**config.mk**
```make
export PLATFORM = sky130hd
export DESIGN_NAME = seq_det_ctrl_flat
export DESIGN_NICKNAME = d
export VERILOG_FILES = /design/src/rtl/seq_det_pkg.sv /design/src/rtl/seq_det_ctrl_if.sv /design/src/rtl/pat_match_core.sv /design/src/rtl/seq_det_ctrl.sv /design/src/flat_wrapper.sv
export SDC_FILE = /design/constraint.sdc
export NUM_CORES = 1
export LEC_CHECK = 0
export CORE_ASPECT_RATIO = 1.5
export CORE_MARGIN = 2
export CORE_UTILIZATION = 50
export DETAILED_ROUTE_END_ITERATION = 6
export DONT_BUFFER_PORTS = 1
export MAX_ROUTING_LAYER = met4
export PLACE_DENSITY_LB_ADDON = 0.12
export SYNTH_ARGS = -nofsm -noshare
export SYNTH_HDL_FRONTEND = slang
export SYNTH_SLANG_ARGS = --single-unit
```
**constraint.sdc**
```tcl
create_clock -name clk -period 3.8 [get_ports clk]
set_input_delay 0.38 -clock clk [delete_from_list [all_inputs] [get_ports clk]]
set_output_delay 0.38 -clock clk [all_outputs]
set_load 0.01 [all_outputs]
```
**src/rtl/seq_det_pkg.sv**
```systemverilog
// seq_det_pkg: shared types and default widths for the programmable
// serial pattern detector (seq_det_ctrl, pat_match_core, seq_det_ctrl_if).
package seq_det_pkg;

  // Default geometry: maximum pattern length, length-field width, counter width.
  localparam int DEF_PAT_W = 8;
  localparam int DEF_LEN_W = 4;
  localparam int DEF_CNT_W = 8;

  // Saturation value of the match counter at the default counter width.
  localparam int CNT_MAX = (2 ** DEF_CNT_W) - 1;

  // Controller states.
  typedef enum logic [1:0] {
    ST_IDLE  = 2'd0,
    ST_ARMED = 2'd1,
    ST_DONE  = 2'd2
  } state_e;

endpackage

```
**src/rtl/seq_det_ctrl_if.sv**
```systemverilog
// seq_det_ctrl_if: configuration / control / serial-data bundle between a
// host (master) and the seq_det_ctrl detector (slave).
interface seq_det_ctrl_if
  import seq_det_pkg::*;
#(
  parameter int PAT_W = DEF_PAT_W,
  parameter int LEN_W = DEF_LEN_W,
  parameter int CNT_W = DEF_CNT_W
);

  logic             cfg_valid;
  logic             cfg_ready;
  logic [PAT_W-1:0] cfg_pattern;
  logic [LEN_W-1:0] cfg_len;
  logic [CNT_W-1:0] cfg_target;
  logic             cfg_overlap;
  logic             start;
  logic             abort;
  logic             x;
  logic             x_valid;
  logic             y;
  logic [CNT_W-1:0] match_cnt;
  logic             busy;
  logic             done;

  modport master (
    output cfg_valid, cfg_pattern, cfg_len, cfg_target, cfg_overlap,
    output start, abort, x, x_valid,
    input  cfg_ready, y, match_cnt, busy, done
  );

  modport slave (
    input  cfg_valid, cfg_pattern, cfg_len, cfg_target, cfg_overlap,
    input  start, abort, x, x_valid,
    output cfg_ready, y, match_cnt, busy, done
  );

endinterface

```
**src/rtl/pat_match_core.sv**
```systemverilog
// pat_match_core: history shift register plus fill counter for the serial
// detector, and the combinational "current bit completes the pattern" term.
// The newest bit is i_x (window bit 0); older bits sit in r_hist.
module pat_match_core #(
  parameter int PAT_W = 8,
  parameter int LEN_W = 4
) (
  input  logic             clk,
  input  logic             rst,
  input  logic             i_x,
  input  logic             i_x_valid,
  input  logic             i_clr,
  input  logic [LEN_W-1:0] i_len,
  input  logic [PAT_W-1:0] i_pattern,
  output logic             o_match
);

  logic [PAT_W-2:0] r_hist;
  logic [LEN_W-1:0] r_fill;
  logic [PAT_W-1:0] w_window;
  logic [PAT_W-1:0] w_mask;
  logic             w_fill_ok;

  assign w_window = {r_hist, i_x};

  // Enough history exists once fill + current bit covers the pattern length.
  assign w_fill_ok = ({1'b0, r_fill} + {{LEN_W{1'b0}}, 1'b1}) >= {1'b0, i_len};

  // Mask selecting the low i_len bits of the window and pattern.
  always_comb begin
    w_mask = '0;
    for (int i = 0; i < PAT_W; i++) begin
      if (LEN_W'(i) < i_len) begin
        w_mask[i] = 1'b1;
      end else begin
        w_mask[i] = 1'b0;
      end
    end
  end

  // Match term: qualified bit, sufficient history, masked window equals pattern.
  always_comb begin
    if (i_x_valid && w_fill_ok) begin
      o_match = ((w_window & w_mask) == (i_pattern & w_mask));
    end else begin
      o_match = 1'b0;
    end
  end

  // History shifts on qualified bits; fill counts them up to PAT_W; clear wins.
  always_ff @(posedge clk) begin
    if (rst) begin
      r_hist <= '0;
      r_fill <= '0;
    end else if (i_clr) begin
      r_hist <= '0;
      r_fill <= '0;
    end else if (i_x_valid) begin
      r_hist <= w_window[PAT_W-2:0];
      if (r_fill != LEN_W'(PAT_W)) begin
        r_fill <= r_fill + {{(LEN_W-1){1'b0}}, 1'b1};
      end else begin
        r_fill <= r_fill;
      end
    end else begin
      r_hist <= r_hist;
      r_fill <= r_fill;
    end
  end

endmodule

```
**src/rtl/seq_det_ctrl.sv**
```systemverilog
// seq_det_ctrl: controller for a programmable serial pattern detector.
// Owns the config registers, IDLE/ARMED/DONE sequencing, match counting and
// the completion pulse. Optional macro SEQ_DET_MOORE_OUT_EN registers y
// (one-cycle latency); otherwise y is the combinational Mealy match.
module seq_det_ctrl
  import seq_det_pkg::*;
#(
  parameter int PAT_W = DEF_PAT_W,
  parameter int LEN_W = DEF_LEN_W,
  parameter int CNT_W = DEF_CNT_W
) (
  input  logic          clk,
  input  logic          rst,
  seq_det_ctrl_if.slave bus
);

  localparam logic [CNT_W-1:0] L_CNT_MAX = {CNT_W{1'b1}};

  state_e           r_state;
  logic [PAT_W-1:0] r_pattern;
  logic [LEN_W-1:0] r_len;
  logic [CNT_W-1:0] r_target;
  logic             r_overlap;
  logic [CNT_W-1:0] r_cnt;
  logic             r_busy;
  logic             r_done;
  logic             r_cfg_ready;
`ifdef SEQ_DET_MOORE_OUT_EN
  logic             r_y;
`endif

  logic             w_idle;
  logic             w_armed;
  logic             w_core_valid;
  logic             w_core_clr;
  logic             w_match;
  logic             w_y;
  logic [CNT_W-1:0] w_cnt_inc;
  logic             w_hit_target;
  logic [LEN_W-1:0] w_len_clamped;

  assign w_idle       = (r_state == ST_IDLE);
  assign w_armed      = (r_state == ST_ARMED);
  assign w_core_valid = w_armed & bus.x_valid;
  assign w_y          = w_armed & w_match;
  // Arming restarts history; a non-overlapping match discards the used bits.
  assign w_core_clr   = (w_idle & bus.start) | (w_y & ~r_overlap);
  assign w_cnt_inc    = (r_cnt == L_CNT_MAX) ? r_cnt : (r_cnt + {{(CNT_W-1){1'b0}}, 1'b1});
  assign w_hit_target = (r_target != '0) && (w_cnt_inc == r_target);

  // Length 0 behaves as 1; lengths beyond the history depth clamp to PAT_W.
  always_comb begin
    if (bus.cfg_len == '0) begin
      w_len_clamped = {{(LEN_W-1){1'b0}}, 1'b1};
    end else if (bus.cfg_len > LEN_W'(PAT_W)) begin
      w_len_clamped = LEN_W'(PAT_W);
    end else begin
      w_len_clamped = bus.cfg_len;
    end
  end

  pat_match_core #(
    .PAT_W (PAT_W),
    .LEN_W (LEN_W)
  ) u_core (
    .clk       (clk),
    .rst       (rst),
    .i_x       (bus.x),
    .i_x_valid (w_core_valid),
    .i_clr     (w_core_clr),
    .i_len     (r_len),
    .i_pattern (r_pattern),
    .o_match   (w_match)
  );

  // Controller FSM: config capture, arming, counting, abort and completion.
  always_ff @(posedge clk) begin
    if (rst) begin
      r_state     <= ST_IDLE;
      r_pattern   <= '0;
      r_len       <= {{(LEN_W-1){1'b0}}, 1'b1};
      r_target    <= '0;
      r_overlap   <= 1'b1;
      r_cnt       <= '0;
      r_busy      <= 1'b0;
      r_done      <= 1'b0;
      r_cfg_ready <= 1'b1;
`ifdef SEQ_DET_MOORE_OUT_EN
      r_y         <= 1'b0;
`endif
    end else begin
`ifdef SEQ_DET_MOORE_OUT_EN
      r_y <= w_y;
`endif
      case (r_state)
        ST_IDLE: begin
          // Config lands on the same edge as start, so it applies to this arm.
          if (bus.cfg_valid) begin
            r_pattern <= bus.cfg_pattern;
            r_len     <= w_len_clamped;
            r_target  <= bus.cfg_target;
            r_overlap <= bus.cfg_overlap;
          end else begin
            r_pattern <= r_pattern;
          end
          if (bus.start) begin
            r_state     <= ST_ARMED;
            r_cnt       <= '0;
            r_busy      <= 1'b1;
            r_cfg_ready <= 1'b0;
            r_done      <= 1'b0;
          end else begin
            r_state <= ST_IDLE;
          end
        end
        ST_ARMED: begin
          if (w_y) begin
            r_cnt <= w_cnt_inc;
          end else begin
            r_cnt <= r_cnt;
          end
          // Abort takes priority over reaching the target.
          if (bus.abort) begin
            r_state     <= ST_IDLE;
            r_busy      <= 1'b0;
            r_cfg_ready <= 1'b1;
          end else if (w_y && w_hit_target) begin
            r_state <= ST_DONE;
            r_busy  <= 1'b0;
            r_done  <= 1'b1;
          end else begin
            r_state <= ST_ARMED;
          end
        end
        ST_DONE: begin
          r_state     <= ST_IDLE;
          r_done      <= 1'b0;
          r_cfg_ready <= 1'b1;
        end
        default: begin
          r_state     <= ST_IDLE;
          r_busy      <= 1'b0;
          r_done      <= 1'b0;
          r_cfg_ready <= 1'b1;
        end
      endcase
    end
  end

  assign bus.cfg_ready = r_cfg_ready;
  assign bus.busy      = r_busy;
  assign bus.done      = r_done;
  assign bus.match_cnt = r_cnt;
`ifdef SEQ_DET_MOORE_OUT_EN
  assign bus.y         = r_y;
`else
  assign bus.y         = w_y;
`endif

endmodule

```
**src/flat_wrapper.sv**
```systemverilog
// flat-port wrapper written by rule: the top's interface ports become plain ports
module seq_det_ctrl_flat import seq_det_pkg::*;
#(
  parameter int PAT_W = DEF_PAT_W,
  parameter int LEN_W = DEF_LEN_W,
  parameter int CNT_W = DEF_CNT_W
)
  (clk, rst, bus_cfg_valid, bus_cfg_pattern, bus_cfg_len, bus_cfg_target, bus_cfg_overlap, bus_start, bus_abort, bus_x, bus_x_valid, bus_cfg_ready, bus_y, bus_match_cnt, bus_busy, bus_done);
  seq_det_ctrl_if #(.PAT_W(PAT_W), .LEN_W(LEN_W), .CNT_W(CNT_W)) bus_i ();
  input  logic clk;
  input  logic rst;
  input wire logic [$bits(bus_i.cfg_valid)-1:0] bus_cfg_valid;
  input wire logic [$bits(bus_i.cfg_pattern)-1:0] bus_cfg_pattern;
  input wire logic [$bits(bus_i.cfg_len)-1:0] bus_cfg_len;
  input wire logic [$bits(bus_i.cfg_target)-1:0] bus_cfg_target;
  input wire logic [$bits(bus_i.cfg_overlap)-1:0] bus_cfg_overlap;
  input wire logic [$bits(bus_i.start)-1:0] bus_start;
  input wire logic [$bits(bus_i.abort)-1:0] bus_abort;
  input wire logic [$bits(bus_i.x)-1:0] bus_x;
  input wire logic [$bits(bus_i.x_valid)-1:0] bus_x_valid;
  output wire logic [$bits(bus_i.cfg_ready)-1:0] bus_cfg_ready;
  output wire logic [$bits(bus_i.y)-1:0] bus_y;
  output wire logic [$bits(bus_i.match_cnt)-1:0] bus_match_cnt;
  output wire logic [$bits(bus_i.busy)-1:0] bus_busy;
  output wire logic [$bits(bus_i.done)-1:0] bus_done;
  assign bus_i.cfg_valid = bus_cfg_valid;
  assign bus_i.cfg_pattern = bus_cfg_pattern;
  assign bus_i.cfg_len = bus_cfg_len;
  assign bus_i.cfg_target = bus_cfg_target;
  assign bus_i.cfg_overlap = bus_cfg_overlap;
  assign bus_i.start = bus_start;
  assign bus_i.abort = bus_abort;
  assign bus_i.x = bus_x;
  assign bus_i.x_valid = bus_x_valid;
  assign bus_cfg_ready = bus_i.cfg_ready;
  assign bus_y = bus_i.y;
  assign bus_match_cnt = bus_i.match_cnt;
  assign bus_busy = bus_i.busy;
  assign bus_done = bus_i.done;
  seq_det_ctrl #(.PAT_W(PAT_W), .LEN_W(LEN_W), .CNT_W(CNT_W)) u_core (.clk(clk), .rst(rst), .bus(bus_i));
endmodule
```
Yosys cells after proc, flatten, opt, wreduce, memory -nomap -nowiden
Cells that the tools add are included.
{ "word_totals": {"word_cells": 88, "input_bits": 28, "out_inout_bits": 12, "ff_bits": 45} }
{ "classes": {"reduce_logical": 14, "eq_ne": 12, "bitwise": 9, "n_lt_le_gt_ge": 10, "n_mux": 29, "add_sub_neg": 3} }
{ "ops": {"columns": ["op", "count"], "rows": [
  ["8-bit two-way mux", 3],
  ["1-bit two-way mux", 17],
  ["8-bit bitwise AND", 2],
  ["8-bit == test", 2],
  ["3-bit by 4-bit less-than comparator with 1-bit output (first input constant)", 4],
  ["8-bit one-hot mux with 2 select lines", 1],
  ["2-bit != test (second input constant)", 5],
  ["3-bit AND reduction", 3],
  ["8-bit by 1-bit adder with 8-bit output (second input constant)", 1],
  ["8-bit == test (second input constant)", 1],
  ["1-bit by 4-bit less-than comparator with 1-bit output (first input constant)", 2],
  ["2-bit by 4-bit less-than comparator with 1-bit output (first input constant)", 2],
  ["4-bit two-way mux", 2],
  ["8-bit nonzero test", 1],
  ["2-bit AND reduction", 3],
  ["4-bit by 1-bit adder with 5-bit output (second input constant)", 1],
  ["5-bit by 4-bit greater-or-equal comparator with 1-bit output", 1],
  ["4-bit by 1-bit adder with 4-bit output (second input constant)", 1],
  ["1-bit bitwise AND", 4],
  ["4-bit greater-than comparator (second input constant)", 1],
  ["4-bit zero test", 1],
  ["2-bit two-way mux", 2],
  ["4-bit != test (second input constant)", 1],
  ["1-bit one-hot mux with 2 select lines", 2],
  ["11 further kinds", 14]
]} }

Logic depth before layout (Yosys ltp)
{ "logic_depth": {"word_depth": 10, "ltp_mapped": 9, "ltp_nobuf": 9} }

Cells and area by module
From an unflattened synthesis, not the netlist that was laid out.
{ "unflattened": {"hier_cells": 303, "area_unflattened_um2": 2453.6} }
{ "modules_own_cells": {"columns": ["mod", "seq_area_each_um2", "cells_each", "instances", "area_each_um2"], "rows": [
  ["seq_det_ctrl", 680.7, 223, 1, 1739.2],
  ["pat_match_core", 220.2, 80, 1, 714.4]
]} }

Worst setup path after synthesis
No wires, ideal clock.
{ "synth_path": {"path_type": "reg-to-reg", "from": "reg u_core.r_cnt[0] (netlist: u_core.bus.match_cnt[0])", "to": "reg u_core.r_done (netlist: u_core.bus.done)", "synth_period_minus_slack_ns": 2.248, "t_required_ns": 3.741, "setup_slack_ns": 1.552, "t_arrival_ns": 2.189, "setup_ns": 0.059, "path_buffers": 1, "stages_incl_launch_ff": 9, "cell_sequence": "dfxtp_1 ha_1 buf_6 o21ai_0 o21a_2 a221o_1 or4_4 nor4_4 a22o_1"} }
{ "synth_between": {"elab_chain_cells": 7, "word_cells_on_any_way": 8, "cone_classes": "add/sub: 1; eq/ne: 3; mux: 1; reduce/logical: 3"} }
{ "synth_rtl": {"columns": ["item", "line_no", "rtl"], "rows": [
  ["start, declared", "seq_det_ctrl.sv:24", "logic [CNT_W-1:0] r_cnt;"],
  ["start signal, assigned", "seq_det_ctrl.sv:118", "r_cnt <= w_cnt_inc;"],
  ["start signal, assigned", "seq_det_ctrl.sv:120", "r_cnt <= r_cnt;"],
  ["8-bit by 1-bit adder with 8-bit output or 8-bit == test (tied branches)", "seq_det_ctrl.sv:48", "assign w_cnt_inc = (r_cnt == L_CNT_MAX) ? r_cnt : (r_cnt + {{(CNT_W-1){1'b0}}, 1'b1});"],
  ["8-bit two-way mux *", "seq_det_ctrl.sv:48", null],
  ["8-bit == test *", "seq_det_ctrl.sv:49", "assign w_hit_target = (r_target != '0) && (w_cnt_inc == r_target);"],
  ["1-bit logical AND *", "seq_det_ctrl.sv:49", null],
  ["1-bit logical AND *", "seq_det_ctrl.sv:127", "end else if (w_y && w_hit_target) begin"],
  ["2-bit != test (no source line) *", null, null],
  ["3-bit AND reduction (no source line) *", null, null],
  ["end signal, assigned", "seq_det_ctrl.sv:130", "r_done <= 1'b1;"],
  ["end signal, assigned", "seq_det_ctrl.sv:137", "r_done <= 1'b0;"],
  ["end signal, assigned", "seq_det_ctrl.sv:143", "r_done <= 1'b0;"],
  ["end, declared", "seq_det_ctrl.sv:26", "logic r_done;"]
]} }
Mark *: on every way between the ends. The rest lies on a longest branch, timed or not.
A chain may end at the register's enable or synchronous reset.

Worst setup path in the final report
Ends and elaborated chain as after synthesis.

==> run metrics <==
clock buffer depth 2; register area share after synthesis 0.3571; Hold Slack 0.1431 ns; post-synth top area share 0.3571; Final Core Density 0.5399; slew margin rel. 0.4793; ANT cells 0; Sw Ratio 0.2726; Area growth, synth to finish 3.770%; CP Capture Type register; # IOs 40; Post-Route WL 6.244 mm; Psw 0.0002556 W; Post-DRT Antenna Nets 0; synth top area cells dfxtp_1 (36%), nand2_1 (9.8%), a21oi_1 (9.1%); Initial Utilization 0.5203; Main synth FF type dfxtp_1; height of the die 90.99 microns; Residual DRC 0; Post-Syn Instances 323; Final Cell Area 2618 sq um; clk_lat worst skew 0.30 ns; worst hold path class primary input to register; Clk pwr share 0.332; status complete, no violations; Vias per Instance 5.932; die area 5641 sq um; LEAKAGE 0.9389 nW; net count after synthesis 358; Final nets 350; TritonCTS Sinks 45; crit path time final 2.635 ns; ys async rst share 0; synth cell count leaders nand2_1 (66), a21oi_1 (46), dfxtp_1 (45), nor2_1 (22), o21ai_0 (13); CTS H-tree lvls 2; syn avg cell area 7.809 sq um; dominant cell type by area after synthesis dfxtp_1; share of layout cells above drive strength 1 0.06646; most frequent cell after synthesis nand2_1; fin. max-slew vios 0; Reg power frac 0.545; worst-path fanout max 13; Slew @ Worst Pin 0.7759 ns; internal power 0.0006820 W; clock slew at reported path FFs 0.09 ns; Logic pwr share 0.123; port bufs 0; FP Rows 31; TNS Setup 0 ns; skew final 0.009036 ns; #FFs+latches synth 45; initial antenna violation count 0; RSZ-0062 raised after global routing false; largest net degree at the start of global routing 29; Post-CTS Setup Bufs 0; hold-fix buffers at CTS 0; routed vias 2266; first-pass GRT wire length 10.28 mm; Detailed Routing Iterations Pass 1 4; # setup viols final 0; max-cap violation count 0; starting DRC count in detailed routing 195; post-DP HPWL 4.831 mm; Area after DPL 2521 sq um; Yosys cell types 53; PD cells 358.2 nW/um^2; crit path DAT 2.88 ns; width of the die 62.00 microns; Final Cycle Share 0.6934; GPL Wtd Cong 0.9645; peak supply drop 0.1998 mV; final hold violation count 0; grt ovf 0; Setup CP Type register to register; Core Box Area 4848 sq um; clock tree from TritonCTS done; startpoint types register; Post-Syn Area 2522 sq um; maximum clock rate 379.5 MHz; root buf cell clkbuf_8; CTS buffer count 5; vias in the first global route 2194; CP Data Required Time 4.05 ns; EDFF count, synth 0; Synth Warn # 0; Avg WL per Cell 16.35 microns; # resized after CTS 0; total track usage 0.2503
per-stage QoR:
step	setup WS, ns	std cells	power [W]
floorplan	1.552	323	0.0006147
global placement	1.200	374	0.0006379
detailed placement	1.196	374	0.0006388
CTS	1.165	382	0.0009507
global route	1.008	382	0.0009854
finish	1.165	382	0.0009376
cell usage in the layout (no fill, tap or decap), types with 2 or more instances in the layout:
master,n
o21ai_0,13
nand3_1,7
and4_4,2
o22ai_1,3
clkbuf_8,6
nor4_1,6
a21oi_1,46
nor2b_1,8
ha_1,7
dfxtp_1,45
nand2b_1,3
o2bb2ai_1,2
nand2_1,66
a211oi_1,5
nand4_1,3
nor2_1,22
inv_1,9
and3_1,3
o211ai_1,2
mux2i_1,3
o21ai_1,2
nand3b_1,3
nor3_1,4
a31oi_1,4
xor2_1,7
xnor2_1,8
power groups by stage:
| stage | clock, W | combinational (W) | sequential, W |
|---|---|---|---|
| after floorplan | 0 | 0.0000992 | 0.000515 |
| after global placement | 0 | 0.000116 | 0.000522 |
| after detailed placement | 0 | 0.000117 | 0.000522 |
| after CTS | 0.000323 | 0.000117 | 0.000511 |
| after global routing | 0.000340 | 0.000131 | 0.000514 |
| final | 0.000311 | 0.000116 | 0.000511 |
flip-flops by register name, indices dropped and copies added (netlist names):
register,cells
u_core.bus.busy,1
u_core.r_target,8
u_core.bus.done,1
u_core.r_overlap,1
u_core.bus.match_cnt,8
u_core.r_pattern,8
u_core.u_core.r_hist,7
u_core.u_core.r_fill,4
u_core.bus.cfg_ready,1
u_core.r_len,4
u_core.r_state,2
logic make-up after synthesis:
logic type      Yosys count  synth area share
buf+inv                  25           0.04811
simple gates            136            0.2669
mux                       3           0.01191
xor+xnor                 15           0.05208
flops                    45            0.3571
fa+ha+maj                 7           0.03472
compound gates           92            0.2292
final timing paths:
| check | slack (ns) | startpoint | depth (start not counted) | endpoint |
|---|---|---|---|---|
| worst max-delay path | 1.17 | u_core.bus.match_cnt[0]$_SDFFE_PP0P_ | 7 | u_core.bus.done$_SDFFE_PP0P_ |
| worst min-delay path | 0.14 | rst | 1 | u_core.r_pattern[5]$_SDFFE_PP0P_ |
| worst max register to register | 1.17 | u_core.bus.match_cnt[0]$_SDFFE_PP0P_ | 7 | u_core.bus.done$_SDFFE_PP0P_ |
| worst min register to register | 0.47 | u_core.r_pattern[0]$_SDFFE_PP0P_ | 2 | u_core.r_pattern[0]$_SDFFE_PP0P_ |
layout make-up:
class | count | area, sq um
well taps | 66 | 82.58
fillers | 507 | 2231
clock inverters | 2 | 13.76
inverters | 10 | 37.54
clock buffers | 6 | 82.58
flip-flops and latches | 45 | 900.9
multi-input cells | 253 | 1500
per-layer routing:
layer	GRT usage	wire length, microns	share of wire
met1	0.2647	2301	0.37
met3	0.04274	219	0.035
met4	0.1223	299	0.048
met5	-	0	0
met2	0.4253	3422	0.55
worst max-delay path: stages, from the launching register on:
cell     delay, ns
dfxtp_1       0.52
ha_1          0.51
xor2_1        0.12
o21a_2        0.21
a221o_1       0.26
or4_4         0.50
nor4_4        0.29
a22o_1        0.17
Note: power is estimated with default switching activity, not from simulation.
